### config.mk
export PLATFORM = sky130hd
export DESIGN_NAME = fetch_unit_flat
export DESIGN_NICKNAME = d
export VERILOG_FILES = /design/src/rtl/fetch_unit_if.sv /design/src/rtl/fetch_unit.sv /design/src/flat_wrapper.sv
export SDC_FILE = /design/constraint.sdc
export NUM_CORES = 1
export LEC_CHECK = 0
export ABC_CLOCK_PERIOD_IN_PS = 5700
export CAP_MARGIN = 20
export CORE_ASPECT_RATIO = 0.6
export CORE_MARGIN = 1.5
export CORE_UTILIZATION = 30
export CTS_CLUSTER_DIAMETER = 120
export DETAILED_ROUTE_END_ITERATION = 10
export GPL_TIMING_DRIVEN = 0
export PLACE_DENSITY = 0.55
export SLEW_MARGIN = 30
export SYNTH_ARGS = -nofsm -noshare
export SYNTH_HDL_FRONTEND = slang
export SYNTH_SLANG_ARGS = --single-unit
### constraint.sdc
create_clock -name clk -period 5.7 [get_ports clk]
set_input_delay 1.14 -clock clk [delete_from_list [all_inputs] [get_ports clk]]
set_output_delay 1.14 -clock clk [all_outputs]
set_load 0.05 [all_outputs]
### src/rtl/fetch_unit_if.sv
`default_nettype none
// ============================================================================
// Module      : fetch_unit_if
// Description : Bundles the two sides of the fetch stage.
//               - Instruction-memory request/ready handshake.
//               - Decode-side controls: stall, branch, jump.
//               - IF/ID register outputs toward decode.
//               master : the fetch unit.
//               slave  : memory plus decode (the environment).
// Revision    : 1.0  initial release
// ============================================================================
interface fetch_unit_if;
    logic        imem_req;       // fetch request, qualifies imem_addr
    logic [31:0] imem_addr;      // byte address of requested word (= PC)
    logic        imem_ready;     // imem_rdata is valid for imem_addr
    logic [31:0] imem_rdata;     // instruction word from memory
    logic        stall;          // decode cannot accept a new instruction
    logic        branch_taken;   // redirect to branch_target
    logic [31:0] branch_target;  // absolute word-aligned branch target
    logic        jump;           // redirect to the J-type target
    logic [25:0] jump_index;     // J-type index field
    logic [31:0] instr;          // IF/ID instruction (0 when invalid)
    logic [31:0] pc_plus4;       // IF/ID PC+4 of instr
    logic        instr_valid;    // IF/ID holds a real instruction

    modport master (
        output imem_req, imem_addr, instr, pc_plus4, instr_valid,
        input  imem_ready, imem_rdata, stall, branch_taken, branch_target,
               jump, jump_index
    );

    modport slave (
        input  imem_req, imem_addr, instr, pc_plus4, instr_valid,
        output imem_ready, imem_rdata, stall, branch_taken, branch_target,
               jump, jump_index
    );
endinterface
`default_nettype wire

### src/rtl/fetch_unit.sv
`default_nettype none
// ============================================================================
// Module      : fetch_unit
// Description : Instruction-fetch stage and IF/ID pipeline register.
//               - Holds the PC and fetches words over a req/ready handshake.
//               - A one-entry skid buffer absorbs the word that arrives on
//                 the cycle decode stalls.
//               - Branch and jump redirects squash IF/ID, which inserts
//                 one bubble.
// Ports       : clk  - clock, rising edge
//               rst  - asynchronous active-high reset
//               bus  - fetch_unit_if.master (memory handshake, decode
//                      controls, IF/ID outputs)
// Parameters  : RESET_PC - PC value loaded on reset
// Revision    : 1.0  initial release
// ============================================================================
module fetch_unit #(
    parameter logic [31:0] RESET_PC = 32'h0000_0000
) (
    input  wire logic          clk,
    input  wire logic          rst,
    fetch_unit_if.master       bus
);

    typedef enum logic [0:0] {
        FETCH    = 1'b0,
        BUFFERED = 1'b1
    } state_t;

    state_t      state_q, state_d;
    logic [31:0] pc_q, pc_d;
    logic [31:0] instr_q, instr_d;
    logic [31:0] pc4_q, pc4_d;
    logic        valid_q, valid_d;
    logic [31:0] skid_instr_q, skid_instr_d;
    logic [31:0] skid_pc4_q, skid_pc4_d;

    logic [31:0] w_pc_inc;
    logic        w_redirect;
    logic [31:0] w_target;

    // 32-bit modulo increment: 0xFFFF_FFFC wraps to 0.
    assign w_pc_inc   = pc_q + 32'd4;
    assign w_redirect = bus.jump | bus.branch_taken;
    // Jump takes its region bits from the instruction currently in IF/ID.
    assign w_target   = bus.jump ? {pc4_q[31:28], bus.jump_index, 2'b00}
                                 : bus.branch_target;

    always_ff @(posedge clk or posedge rst) begin
        if (rst) begin
            state_q      <= FETCH;
            pc_q         <= RESET_PC;
            instr_q      <= 32'd0;
            pc4_q        <= 32'd0;
            valid_q      <= 1'b0;
            skid_instr_q <= 32'd0;
            skid_pc4_q   <= 32'd0;
        end else begin
            state_q      <= state_d;
            pc_q         <= pc_d;
            instr_q      <= instr_d;
            pc4_q        <= pc4_d;
            valid_q      <= valid_d;
            skid_instr_q <= skid_instr_d;
            skid_pc4_q   <= skid_pc4_d;
        end
    end

    always_comb begin
        state_d      = state_q;
        pc_d         = pc_q;
        instr_d      = instr_q;
        pc4_d        = pc4_q;
        valid_d      = valid_q;
        skid_instr_d = skid_instr_q;
        skid_pc4_d   = skid_pc4_q;

        if (w_redirect) begin
            // Redirect overrides stall and handshake; any word returned
            // this cycle and any skid contents are dropped.
            pc_d         = w_target;
            instr_d      = 32'd0;
            valid_d      = 1'b0;
            skid_instr_d = 32'd0;
            skid_pc4_d   = 32'd0;
            state_d      = FETCH;
        end else begin
            case (state_q)
                FETCH: begin
                    if (bus.imem_ready) begin
                        pc_d = w_pc_inc;
                        if (!bus.stall) begin
                            instr_d = bus.imem_rdata;
                            pc4_d   = w_pc_inc;
                            valid_d = 1'b1;
                        end else begin
                            // Decode is stalled: park the word, stop fetching.
                            skid_instr_d = bus.imem_rdata;
                            skid_pc4_d   = w_pc_inc;
                            state_d      = BUFFERED;
                        end
                    end else if (!bus.stall) begin
                        // Memory not ready and decode can take something:
                        // hand it a nop bubble.
                        instr_d = 32'd0;
                        valid_d = 1'b0;
                    end
                end
                BUFFERED: begin
                    if (!bus.stall) begin
                        instr_d = skid_instr_q;
                        pc4_d   = skid_pc4_q;
                        valid_d = 1'b1;
                        state_d = FETCH;
                    end
                end
                default: begin
                    state_d = FETCH;
                end
            endcase
        end
    end

    // Request is gated by rst directly so it drops the instant reset asserts.
    assign bus.imem_req    = (state_q == FETCH) && !rst;
    assign bus.imem_addr   = pc_q;
    assign bus.instr       = instr_q;
    assign bus.pc_plus4    = pc4_q;
    assign bus.instr_valid = valid_q;

endmodule
`default_nettype wire

### src/flat_wrapper.sv
// flat-port wrapper written by rule: the top's interface ports become plain ports
module fetch_unit_flat 
#(
    parameter logic [31:0] RESET_PC = 32'h0000_0000
)
  (clk, rst, bus_imem_req, bus_imem_addr, bus_instr, bus_pc_plus4, bus_instr_valid, bus_imem_ready, bus_imem_rdata, bus_stall, bus_branch_taken, bus_branch_target, bus_jump, bus_jump_index);
  fetch_unit_if bus_i ();
  input  wire logic clk;
  input  wire logic rst;
  output wire logic [$bits(bus_i.imem_req)-1:0] bus_imem_req;
  output wire logic [$bits(bus_i.imem_addr)-1:0] bus_imem_addr;
  output wire logic [$bits(bus_i.instr)-1:0] bus_instr;
  output wire logic [$bits(bus_i.pc_plus4)-1:0] bus_pc_plus4;
  output wire logic [$bits(bus_i.instr_valid)-1:0] bus_instr_valid;
  input wire logic [$bits(bus_i.imem_ready)-1:0] bus_imem_ready;
  input wire logic [$bits(bus_i.imem_rdata)-1:0] bus_imem_rdata;
  input wire logic [$bits(bus_i.stall)-1:0] bus_stall;
  input wire logic [$bits(bus_i.branch_taken)-1:0] bus_branch_taken;
  input wire logic [$bits(bus_i.branch_target)-1:0] bus_branch_target;
  input wire logic [$bits(bus_i.jump)-1:0] bus_jump;
  input wire logic [$bits(bus_i.jump_index)-1:0] bus_jump_index;
  assign bus_imem_req = bus_i.imem_req;
  assign bus_imem_addr = bus_i.imem_addr;
  assign bus_instr = bus_i.instr;
  assign bus_pc_plus4 = bus_i.pc_plus4;
  assign bus_instr_valid = bus_i.instr_valid;
  assign bus_i.imem_ready = bus_imem_ready;
  assign bus_i.imem_rdata = bus_imem_rdata;
  assign bus_i.stall = bus_stall;
  assign bus_i.branch_taken = bus_branch_taken;
  assign bus_i.branch_target = bus_branch_target;
  assign bus_i.jump = bus_jump;
  assign bus_i.jump_index = bus_jump_index;
  fetch_unit #(.RESET_PC(RESET_PC)) u_core (.clk(clk), .rst(rst), .bus(bus_i));
endmodule
==> results.yml, run 1 <==
logic_synthesis:
  ys_ff_latch: 162
  yosysSeqAreaShare: 0.509
  synth_nets: 969
  synth.yosys.warnings: 0
  dominantRegCellSynth: "sky130_fd_sc_hd__dfrtp_1"
  post_synth_inst_count: 872
  synth_area_per_cell_um2: 9.13
  synth_cell_type_count: 59
  syn-cell-area_um2: 7960
  synth-edff-count: 0
  ys_async_sr_fraction: 1.00
setup_path:
  worst_r2r_path_depth: 6
  crit_path_frequent_cell: "sky130_fd_sc_hd__clkbuf_1"
  path_cells: "clkbuf_1, clkbuf_1, nor2_1, clkdlybuf4s50_1"
  timing.critical_path.slowest_cell_delay_ps: 720
  criticalPathCategory: "reg2out"
  critical_path.startpoint_type: "flop"
  worst_path_max_delay_cell: "sky130_fd_sc_hd__clkdlybuf4s50_1"
  timing.critical_path.buf_inv: 3
  worst-path-stages: 4
  critical_path_required_ps: 4560
  ff2ff_setup_slack_ps: 2930
  cp_max_fo: 10
  critical_path.top_delay_family: "buffers and inverters"
  worstPathArrival_ps: 2710
  crit_path_end_kind: "primary output"
route:
  routed-wl-met2_um: 11100
  drt_first_pass_iters: 5
  via_density: 5.20
  route.final.wire_length_um: 29600
  postRouteAntennaNets: 0
  wl_met3_um: 2120
  dr_total_vias: 7547
  detail_route.drc_violations: 0
  drtIter0Drc: 729
  drt-wirelength-per-cell_um: 20.4
  total_routed_wire_length_on_the_met1_layer_um: 16100
  highest_layer: "met4"
clocking:
  ctsResizeCount: 0
  clock_tree_buffer_depth: 2
  post-cts-setup-buffer-count: 0
  clock_tree_from_tritoncts: "yes"
  cts_inserted_buffers: 17
  clk_pin_slew_ps: 70
  clkLatencyLatePin_ps: 440
  cts-htree-levels: 4
  cts.sinks: 162
  root_buffer_master: "sky130_fd_sc_hd__clkbuf_16"
  postCtsHoldBufs: 0
sta:
  worst_slew_margin_rel: 0.425
  fin_crit_ps: 3850
  post-route-period-util: 0.676
  clock.fmax_mhz: 259
  final_max_slew_viol_count: 0
  final.hold.worst_slack_ps: 477
  tns_ps: 0
  worst_pin_slew_ps: 854
  finalSetupViolations: 0
  minimum_setup_slack_in_the_final_design_ps: 1850
  finalHoldViolCount: 0
  rsz_0062_raised_after_global_routing: "false"
  fin_worst_skew_ps: 9.86
grt:
  grt_util_all_layers: 0.222
  grt_first_pass_wirelength_um: 45100
  antenna_found_initial: 0
  globalRoute.totalOverflow: 0
  number_of_global_route_vias_before_repair: 7267
  grt_start_max_net_pins: 85
power:
  p_per_area_nw_per_um2: 306
  power.static_leakage_nw: 4.40
  finalPower_w: 0.00335
  worst_ir_drop_vdd_mv: 0.166
floorplan:
  ports_placed_on_the_boundary: 194
  std_cell_rows: 45
  total_die_area_um2: 27600
  start_util: 0.310
  die_x_um: 213
  fp.coreArea_um2: 25700
  die_h_um: 129
place:
  post-place-ws_ps: 1960
  finalWeightedCongestion: 0.964
  io_buffers: 191
  dp_hpwl_um: 22400
job:
  maxCapViolations: 0
layout:
  commonest_non_fill_non_tap_cell_in_the_layout: "sky130_fd_sc_hd__clkdlybuf4s50_1"
  drive_above_1_share: 0.0731
  final_cell_mix: "sky130_fd_sc_hd__clkdlybuf4s50_1 (191), sky130_fd_sc_hd__nand2_1 (176), sky130_fd_sc_hd__dfrtp_1 (162)"
  area_growth_from_synthesis_to_final_layout_pct: 37.4
  seqCellArea_um2: 4050
  final.fill_count: 2632
  multi_input_area_um2: 3550
  nets: 1180
hold_path:
  holdCritPathClass: "reg2reg"
  holdPathStages: 2
run_status:
  status: "complete, no violations"
## final timing paths
check / startpoint / endpoint
max: u_core.state_q$_DFF_PP0_ / bus_imem_req
min: u_core.bus.pc_plus4[3]$_DFFE_PP0P_ / u_core.bus.pc_plus4[3]$_DFFE_PP0P_
max reg2reg: u_core.bus.imem_addr[2]$_DFFE_PP0P_ / u_core.bus.pc_plus4[16]$_DFFE_PP0P_
min reg2reg: u_core.bus.pc_plus4[3]$_DFFE_PP0P_ / u_core.bus.pc_plus4[3]$_DFFE_PP0P_
max in group asynchronous: rst / u_core.bus.imem_addr[9]$_DFFE_PP0P_
min in group asynchronous: rst / u_core.bus.instr_valid$_DFFE_PP0P_
## layer usage
metal,GRT usage,up-vias
met5,0,-
met4,0.0493,0
met3,0.0577,25
met2,0.275,273
met1,0.366,3730
li1,-,3519
## final cells by class
type	instances	area share
Inverter	8	0.00343
Clock buffer	20	0.0417
Tap cell	352	0.0402
Buffer	74	0.0304
Timing Repair Buffer	192	0.177
Multi-Input combinational cell	628	0.324
Sequential cell	162	0.370
Antenna cell	3	0.000686
Clock inverter	11	0.0118
## cells by family after synthesis
group | count (synthesis) | share of synthesized area
xor+xnor | 27 | 0.0297
flops | 162 | 0.509
simple gates | 288 | 0.170
fa+ha+maj | 1 | 0.00157
mux | 11 | 0.0145
compound gates | 301 | 0.230
buf+inv | 82 | 0.0456
## cell usage after synthesis (all sizes together), types with 3 or more instances
cell,count,area [um^2]
nand2,177,667
dfrtp,162,4050
o21ai,142,711
a22oi,53,398
clkbuf,48,180
a21oi,45,229
nor2,28,105
buf,26,153
xnor2,19,166
nand3,17,90.1
and3,16,100
nor3,10,55.1
nand4,9,92.6
a31oi,8,50.1
inv,8,30.0
xor2,8,70.1
a2bb2oi,7,61.3
mux2i,7,70.1
nor4,7,62.6
o21a,7,52.6
o31ai,7,52.6
a211oi,6,50.1
a22o,6,52.6
and4,6,57.6
a21o,4,30.0
a31o,4,35.0
mux2,4,45.0
nor2b,4,25.0
o22a,4,35.0
or3,4,25.0
nand2b,3,18.8
## through the flow
| stage | area (um^2) | utilization | instances |
|---|---|---|---|
| global placement | 10300 | 0.402 | 1415 |
| finish | 10900 | 0.426 | 1450 |
| floorplan | 7960 | - | 872 |
| CTS | 10900 | 0.426 | 1447 |
| detailed placement | 10400 | 0.403 | 1416 |
| global route | 10900 | 0.426 | 1447 |
## state kept, by name, summed over array words and instances, names as in the netlist
signal / cells
u_core.state_q: 1
u_core.skid_instr_q: 32
u_core.bus.instr_valid: 1
u_core.bus.pc_plus4: 32
u_core.bus.imem_addr: 32
u_core.bus.instr: 32
u_core.skid_pc4_q: 32
## worst reg2reg max path: cells and delay by family, from the launching register on
family          cells  cell delay, ps
simple gates        3            1000
compound gates      1             190
xor+xnor            1             570
fa+ha+maj           1             320
flops               1             550
## report_power, final
group | switching, W | internal (W) | total (W)
Combinational | 0.000550 | 0.000293 | 0.000843
Clock | 0.000509 | 0.000671 | 0.00118
Sequential | 0.0000858 | 0.00124 | 0.00133
No activity file was read; power rests on OpenSTA's default activity.
==> run 2: changes to the inputs <==
--- a/config.mk
+++ b/config.mk
@@ -5,7 +5,7 @@
 export SDC_FILE = /design/constraint.sdc
 export NUM_CORES = 1
 export LEC_CHECK = 0
-export ABC_CLOCK_PERIOD_IN_PS = 5700
+export ABC_CLOCK_PERIOD_IN_PS = 3400
 export CAP_MARGIN = 20
 export CORE_ASPECT_RATIO = 0.6
 export CORE_MARGIN = 1.5
==> constraint.sdc (replaced) <==
create_clock -name clk -period 3.4 [get_ports clk]
set_input_delay 0.68 -clock clk [delete_from_list [all_inputs] [get_ports clk]]
set_output_delay 0.68 -clock clk [all_outputs]
set_load 0.05 [all_outputs]
==> run 2 against run 1 <==
Effect of this change:
- global-route usage shrank 0.44 points
- largest power group unchanged
- cell count grew 0.21%
- clock power grew 68%
- critical path type unchanged
==> results.yml, run 2 (synthesis results as in run 1) <==
run_status:
  status: "complete, no violations"
setup_path:
  ff2ff_setup_slack_ps: 600
  worst_path_max_delay_cell: "sky130_fd_sc_hd__clkdlybuf4s50_1"
  criticalPathCategory: "reg2out"
  cp_max_fo: 10
  critical_path.startpoint_type: "flop"
  timing.critical_path.slowest_cell_delay_ps: 700
  path_cells: "clkbuf_1, clkbuf_2, nor2_1, clkdlybuf4s50_1"
  worstPathArrival_ps: 2470
  critical_path_required_ps: 2720
  crit_path_end_kind: "primary output"
grt:
  grt_start_max_net_pins: 28
  antenna_found_initial: 0
  grt_first_pass_wirelength_um: 44000
  number_of_global_route_vias_before_repair: 7053
  grt_util_all_layers: 0.217
  globalRoute.totalOverflow: 0
sta:
  worst_slew_margin_rel: 0.365
  fin_crit_ps: 3150
  finalSetupViolations: 0
  fin_worst_skew_ps: 14.1
  post-route-period-util: 0.927
  clock.fmax_mhz: 317
  finalHoldViolCount: 0
  minimum_setup_slack_in_the_final_design_ps: 248
  worst_pin_slew_ps: 944
  final_max_slew_viol_count: 0
  final.hold.worst_slack_ps: 474
  rsz_0062_raised_after_global_routing: "false"
clocking:
  clock_tree_buffer_depth: 2
  cts_inserted_buffers: 17
  clk_pin_slew_ps: 70
  postCtsHoldBufs: 0
  cts-htree-levels: 4
  ctsResizeCount: 1
  clock_tree_from_tritoncts: "yes"
  cts.sinks: 162
  clkLatencyLatePin_ps: 440
  root_buffer_master: "sky130_fd_sc_hd__clkbuf_16"
  post-cts-setup-buffer-count: 0
floorplan:
  std_cell_rows: 45
  die_x_um: 213
  ports_placed_on_the_boundary: 194
  total_die_area_um2: 27600
  die_h_um: 129
  start_util: 0.310
  fp.coreArea_um2: 25700
layout:
  area_growth_from_synthesis_to_final_layout_pct: 38.6
  seqCellArea_um2: 4050
  instances_no_fill: 1453
  commonest_non_fill_non_tap_cell_in_the_layout: "sky130_fd_sc_hd__clkdlybuf4s50_1"
  nets: 1185
  number_of_diodes_added_for_antenna_fixing: 0
  multi_input_area_um2: 3550
  final.fill_count: 2592
  final_cell_mix: "sky130_fd_sc_hd__clkdlybuf4s50_1 (191), sky130_fd_sc_hd__nand2_1 (176), sky130_fd_sc_hd__dfrtp_1 (162)"
  drive_above_1_share: 0.0799
route:
  drt-wirelength-per-cell_um: 20.0
  route.final.wire_length_um: 29100
  dr_total_vias: 7430
  drtIter0Drc: 613
  postRouteAntennaNets: 0
  via_density: 5.11
  drt_first_pass_iters: 5
  detail_route.drc_violations: 0
hold_path:
  holdCritPathClass: "reg2reg"
job:
  maxCapViolations: 0
power:
  worst_ir_drop_vdd_mv: 0.289
  p_per_area_nw_per_um2: 509
  finalPower_w: 0.00562
  power.static_leakage_nw: 4.44
place:
  finalWeightedCongestion: 0.938
  post-place-ws_ps: 402
  dp_cells: 1421
  io_buffers: 191
  dp_hpwl_um: 22200
-- run 2: through the flow --
stage               TNS, ps  instance area, um^2  utilization
finish                    0                11000        0.430
floorplan                 0                 7970            -
global route              0                11000        0.430
detailed placement        0                10400        0.407
global placement    -151430                10300        0.402
CTS                       0                11000        0.430
-- run 2: layer usage --
metal / part of all wire / global-route usage / routed length (um) / vias up
met5: 0 / 0 / 0 / -
met4: 0.012 / 0.0543 / 340 / 0
met3: 0.081 / 0.0727 / 2360 / 25
met2: 0.38 / 0.271 / 11000 / 232
met1: 0.53 / 0.345 / 15400 / 3648
li1: - / - / - / 3525
-- run 2: final cells by class --
| class | count | share of cell area |
|---|---|---|
| Multi-Input combinational cell | 628 | 0.321 |
| Timing Repair Buffer | 197 | 0.184 |
| Clock buffer | 21 | 0.0435 |
| Sequential cell | 162 | 0.367 |
| Tap cell | 352 | 0.0399 |
| Inverter | 8 | 0.00306 |
| Buffer | 74 | 0.0303 |
| Clock inverter | 11 | 0.0108 |
-- run 2: power by group --
group          leakage [nW]  internal [W]  total [W]  switching (W)
clock                 0.283       0.00110    0.00198       0.000874
combinational          1.99      0.000502    0.00142       0.000918
sequential             2.16       0.00209    0.00223       0.000141
total                  4.44       0.00369    0.00562        0.00193
-- run 2: worst paths after layout --
| path | from | endpoint | cells after the start |
|---|---|---|---|
| max in group asynchronous | rst | u_core.bus.imem_addr[7]$_DFFE_PP0P_ | 5 |
| worst max-delay path | u_core.state_q$_DFF_PP0_ | bus_imem_req | 4 |
| worst max register to register | u_core.bus.imem_addr[2]$_DFFE_PP0P_ | u_core.bus.pc_plus4[16]$_DFFE_PP0P_ | 6 |
| min in group asynchronous | rst | u_core.bus.instr[3]$_DFFE_PP0P_ | 2 |
| worst min register to register | u_core.skid_pc4_q[17]$_DFFE_PP0P_ | u_core.skid_pc4_q[17]$_DFFE_PP0P_ | 2 |
| worst min-delay path | u_core.skid_pc4_q[17]$_DFFE_PP0P_ | u_core.skid_pc4_q[17]$_DFFE_PP0P_ | 2 |
-- run 2: worst max-delay path: cells and delay by family (launching register included) --
family | cells | cell delay [ps]
flip-flops | 1 | 450
buffers and inverters | 3 | 1480
AND/OR/NAND/NOR | 1 | 80
